==> config.mk <==
export PLATFORM = sky130hd
export DESIGN_NAME = prng_seq_ctrl
export DESIGN_NICKNAME = d
export VERILOG_FILES = /design/src/rtl/prng_seq_ctrl_pkg.sv /design/src/rtl/prng_seq_ctrl_edge.sv /design/src/rtl/prng_seq_ctrl.sv
export SDC_FILE = /design/constraint.sdc
export NUM_CORES = 1
export LEC_CHECK = 0
export ABC_CLOCK_PERIOD_IN_PS = 2020
export CORE_UTILIZATION = 34
export DETAILED_ROUTE_END_ITERATION = 16
export PLACE_DENSITY = 0.78
export SETUP_SLACK_MARGIN = 0.3
export SKIP_LAST_GASP = 1
export SYNTH_ARGS = -nofsm -noshare
export SYNTH_HDL_FRONTEND = slang
export SYNTH_SLANG_ARGS = --single-unit
==> constraint.sdc <==
create_clock -name clk_clk -period 2.02 [get_ports clk_clk]
set_input_delay 0.202 -clock clk_clk [delete_from_list [all_inputs] [get_ports clk_clk]]
set_output_delay 0.202 -clock clk_clk [all_outputs]
set_load 0.02 [all_outputs]
==> src/rtl/prng_seq_ctrl_pkg.sv <==
// Shared types and defaults for the PRNG sequencer.
// Holds the FSM encoding and width defaults used by prng_seq_ctrl.
package prng_seq_ctrl_pkg;

  localparam int AW_DEF = 15;
  localparam int DW_DEF = 32;

  // FETCH counts 0,1,2 so prng_out lands 3 cycles after read_clk is sampled
  localparam logic [1:0] FETCH_LAST = 2'd2;

  typedef enum logic [2:0] {
    IDLE  = 3'd0,
    LOAD  = 3'd1,
    GEN   = 3'd2,
    DONE  = 3'd3,
    FETCH = 3'd4
  } state_t;

endpackage

==> src/rtl/prng_seq_ctrl_edge.sv <==
// Rising-edge detector against a 1-cycle registered copy.
// Reset and run both reload the copy, so a level held through reset is no edge.
module prng_seq_ctrl_edge (
  input  logic clk,
  input  logic d,
  output logic rise
);

  logic q;

  always_ff @(posedge clk) begin
    q <= d;
  end

  assign rise = d & ~q;

endmodule

==> src/rtl/prng_seq_ctrl.sv <==
// PRNG fill/readback sequencer between the HPS, a PRNG core and a buffer RAM.
// Optional XOR checksum of written words: define PRNG_SEQ_CTRL_CHECKSUM_EN.
module prng_seq_ctrl
  import prng_seq_ctrl_pkg::*;
#(
  parameter int AW = AW_DEF,
  parameter int DW = DW_DEF
) (
  input  logic          clk_clk,
  input  logic          reset_reset,
  input  logic          fsm_reset,
  input  logic          prng_start,
  input  logic [DW-1:0] seed,
  input  logic          read_clk,
  input  logic [AW-1:0] r_addr,
  input  logic          rec_done,
  output logic          gen_done,
  output logic [DW-1:0] prng_out,
  output logic          core_load,
  output logic [DW-1:0] core_seed,
  output logic          core_step,
  input  logic          core_valid,
  input  logic [DW-1:0] core_value,
  output logic          mem_we,
  output logic [AW-1:0] mem_waddr,
  output logic [DW-1:0] mem_wdata,
  output logic [AW-1:0] mem_raddr,
  input  logic [DW-1:0] mem_rdata,
  output logic [DW-1:0] checksum
);

  localparam logic [AW-1:0] LAST = '1;

  logic          rst;
  logic          start_rise;
  logic          read_rise;
  logic          done_rise;
  state_t        state;
  state_t        state_nx;
  logic [AW-1:0] wr_ptr;
  logic [AW-1:0] raddr_q;
  logic [DW-1:0] seed_q;
  logic [DW-1:0] dout_q;
  logic [1:0]    fcnt;

  assign rst = reset_reset | fsm_reset;

  prng_seq_ctrl_edge u_start_edge (
    .clk  (clk_clk),
    .d    (prng_start),
    .rise (start_rise)
  );

  prng_seq_ctrl_edge u_read_edge (
    .clk  (clk_clk),
    .d    (read_clk),
    .rise (read_rise)
  );

  prng_seq_ctrl_edge u_done_edge (
    .clk  (clk_clk),
    .d    (rec_done),
    .rise (done_rise)
  );

  always_comb begin
    state_nx = state;
    unique case (state)
      IDLE:    if (start_rise) state_nx = LOAD;
      LOAD:    state_nx = GEN;
      GEN:     if (core_valid && wr_ptr == LAST) state_nx = DONE;
      DONE: begin
        if (start_rise)     state_nx = LOAD;
        else if (done_rise) state_nx = IDLE;
        else if (read_rise) state_nx = FETCH;
      end
      FETCH:   if (fcnt == FETCH_LAST) state_nx = DONE;
      default: state_nx = IDLE;
    endcase
  end

  always_ff @(posedge clk_clk) begin
    if (rst) begin
      state   <= IDLE;
      wr_ptr  <= '0;
      raddr_q <= '0;
      seed_q  <= '0;
      dout_q  <= '0;
      fcnt    <= '0;
    end else begin
      state <= state_nx;
      if (state_nx == LOAD) seed_q <= seed;
      // last write parks the pointer; LOAD rewinds it
      if (state == LOAD)
        wr_ptr <= '0;
      else if (mem_we && wr_ptr != LAST)
        wr_ptr <= wr_ptr + 1'b1;
      if (state == DONE && state_nx == FETCH) raddr_q <= r_addr;
      if (state == FETCH) fcnt <= fcnt + 2'd1;
      else                fcnt <= '0;
      if (state == FETCH && fcnt == FETCH_LAST) dout_q <= mem_rdata;
    end
  end

  assign core_load = (state == LOAD);
  assign core_step = (state == GEN);
  assign core_seed = seed_q;
  assign mem_we    = core_step & core_valid;
  assign mem_waddr = wr_ptr;
  assign mem_wdata = core_value;
  assign mem_raddr = raddr_q;
  assign gen_done  = (state == DONE) || (state == FETCH);
  assign prng_out  = dout_q;

`ifdef PRNG_SEQ_CTRL_CHECKSUM_EN
  logic [DW-1:0] cks_q;

  always_ff @(posedge clk_clk) begin
    if (rst)                cks_q <= '0;
    else if (state == LOAD) cks_q <= '0;
    else if (mem_we)        cks_q <= cks_q ^ core_value;
  end

  assign checksum = cks_q;
`else
  assign checksum = '0;
`endif

endmodule

==> flow_metrics.tcl <==
set metrics [dict create \
    swShare_pct 23.2 \
    grt_pass1_vias 3933 \
    h-tree-depth 3 \
    antenna_left 0 \
    clkSinkCount 102 \
    yosys_most_used_dff "dfxtp_1" \
    max_freq_mhz 496 \
    grt_usage_pct 17.2 \
    cp_max_fo 8 \
    p_seq_share_pct 48.5 \
    rsz0062_at_grt "true" \
    critPathCaptureType "flip-flop" \
    synthDistinctLibCells 45 \
    async_flop_share_pct 0 \
    boundaryPins 280 \
    place.gp.congestion 0.824 \
    path_class "reg2reg" \
    drt-initial-drc-count 129 \
    drive_gt1_share_pct 15.0 \
    crit_required_ns 2.30 \
    dp_slack_ns -0.160 \
    switchingPower_mw 0.969 \
    netlist_area_um2 4550 \
    synth_edf_count 0 \
    cp.arrival_ns 2.29 \
    ys_seq_area_share_pct 44.8 \
    ys_ff_latch 102 \
    die_x_um 118 \
    overflow 0 \
    hold_violations 0 \
    p_int_mw 3.20 \
    avgViaCountPerCell 4.60 \
    diodes 0 \
    antenna_found_initial 0 \
    vias 4020 \
    syn2layout_area_growth_pct 54.8 \
    io_buffers 183 \
    pwr-share-clk_pct 40.8 \
    wl_mm 12.5 \
    cts_inserted_buffers 9 \
    power_density_nw_per_um2 592 \
    core_um2 12800 \
    fin_crit_sh_pct 99.9 \
    rrSetupSlack_ns 0.003 \
    totalNegativeSetupSlack_ns 0 \
    peakVddDrop_v 0.000593 \
    place_hpwl_mm 8.72 \
    syn_inst 525 \
    start_util_pct 35.5 \
    rows 41 \
    final.min_clock_period_ns 2.02 \
    grt_max_degree 48 \
    fin_nets 816 \
    insertion_delay_ns 0.35 \
    clock_path_buffers 2 \
    grt_first_pass_wirelength_mm 19.1 \
    dieHeight_um 118 \
    hold_path_class "in2reg" \
    power_frac_comb_pct 10.6 \
    start_kind "flip-flop" \
    drv_cap 0 \
    finalWorstSetupSlack_ns 0.00291 \
    cts_tree "yes" \
    tightestPinTransition_ns 0.836 \
    dr.pass1.iters 4 \
    wl_per_cell_um 14.3 \
    ys_warn_count 0 \
    drc 0 \
    max-slew-margin-rel_pct 44.3 \
    clk_pin_slew_ns 0.07 \
    root_buffer "clkbuf_16" \
    cts_hold_buf 0 \
    postSynthAreaPerCell_um2 8.67 \
    setup_viol 0 \
    skew_ns 0.00699 \
    die-area_um2 13900 \
    outcome "completed" \
    leakagePower_nw 2.60 \
    slew_viol_final 0 \
    p_total_mw 4.17 \
    whs_ns 0.320 \
]
[synthesized netlist by cell type, types with 2 or more instances]
master | n | area share [%]
nand2_1 | 138 | 11
dfxtp_1 | 102 | 45
buf_4 | 64 | 11
mux2i_1 | 48 | 11
a21oi_1 | 35 | 3.8
nor2_1 | 35 | 2.9
clkbuf_1 | 22 | 1.8
xnor2_1 | 10 | 1.9
inv_1 | 7 | 0.58
nand3_1 | 5 | 0.55
o21ai_0 | 5 | 0.55
buf_2 | 4 | 0.44
buf_6 | 4 | 0.99
nand2b_1 | 4 | 0.55
a211oi_1 | 3 | 0.49
a2111oi_1 | 2 | 0.44
a31oi_1 | 2 | 0.27
ha_1 | 2 | 0.55
nor2b_1 | 2 | 0.27
nor3_1 | 2 | 0.22
nor3b_1 | 2 | 0.33
nor4_1 | 2 | 0.27
o21a_1 | 2 | 0.33
or3_1 | 2 | 0.27
[worst max-delay path: stages, from the launching register on]
cell and delay (ns):
dfxtp_4 0.37, nand4_1 0.20, nor4_4 0.32, nand2_2 0.12, a221oi_4 0.37, buf_4 0.18, buf_12 0.15, mux2i_4 0.23
[registers in the layout (all words and copies together) (netlist names)]
signal          flops
mem_raddr          15
mem_waddr          15
u_done_edge.q       1
prng_out           32
u_read_edge.q       1
u_start_edge.q      1
fcnt                2
core_seed          32
state               3
[kinds of logic (layout without fill, tap and decap cells)]
family                     count (synthesis)  count (layout)  share of synthesized area, %
and+or+nand+nor                          205             205                          20.0
DFF                                      102             102                          44.8
buffers and inverters                    101             246                          14.4
AOI/OAI and AO/OA                         55              55                          7.53
muxes                                     48              48                          10.6
xor gates and xnor gates                  11              11                          2.12
adders and majority gates                  2               2                         0.550
other                                      1              32                        0.0824
[cell type report]
class                   instances  area, um^2
inverters                       7        26.3
flip-flops and latches        102        2090
fillers                      1152        5780
well taps                     172         215
clock buffers                  12         268
clock inverters                 4        28.8
multi-input cells             353        2190
repair buffers                223        2230
[layout by cell type, fill, tap and decap left out, types with 3 or more instances in the layout]
cell             count
clkdlybuf4s50_1    179
dfxtp_4             11
a211oi_2             3
nand2_1            136
dfxtp_2              4
buf_4               28
inv_1                7
o21ai_0              5
nand2b_1             4
conb_1              32
a21oi_1             35
xnor2_1             10
nor2_1              32
clkbuf_16           11
dfxtp_1             87
buf_6                5
mux2i_1             44
nor4_4               3
nand3_1              5
[power groups by stage]
stage / Clock (mW) / Combinational [mW] / Sequential (mW)
floorplan: 0 / 0.304 / 2.09
global placement: 0 / 0.399 / 2.07
detailed placement: 0 / 0.404 / 2.07
finish: 1.70 / 0.444 / 2.03
CTS: 1.76 / 0.431 / 2.03
global route: 1.84 / 0.472 / 2.03
[timing repair]
item / in CTS / in global routing
endpoints found under the setup margin: 47 / 45
cloned: 2 / 2
resized for setup: 22 / 30
pin swaps: 5 / 16
buffers inserted: 10 / 11
[through the flow]
step           area, um^2  util [%]  cells
2_1_floorplan        4750         -    556
3_3_place_gp         6310      49.2    832
3_5_place_dp         6310      49.2    832
4_1_cts              6800      53.0    860
5_1_grt              7050      55.0    873
6_report             7050      55.0    873
[per-layer routing]
metal  GRT usage (%)  up-vias  routed length (um)  part of all wire, %
met5               0        -                   0                    0
met4            6.81        0                 226                  1.8
met3            7.22       27                 886                  7.1
met2            29.7      156                6510                   52
met1            18.4     1879                4850                   39
li1                -     1958                   -                    -
[path summary, 6_finish.rpt]
| kind | endpoint | start | cells past startpoint |
|---|---|---|---|
| worst max register to register | core_seed[26] | mem_waddr[11] | 7 |
| worst min-delay path | u_done_edge.q | rec_done | 1 |
| worst min register to register | fcnt[0] | fcnt[0] | 1 |
| worst max-delay path | core_seed[26] | mem_waddr[11] | 7 |
Note: power is estimated with default switching activity, not from simulation.
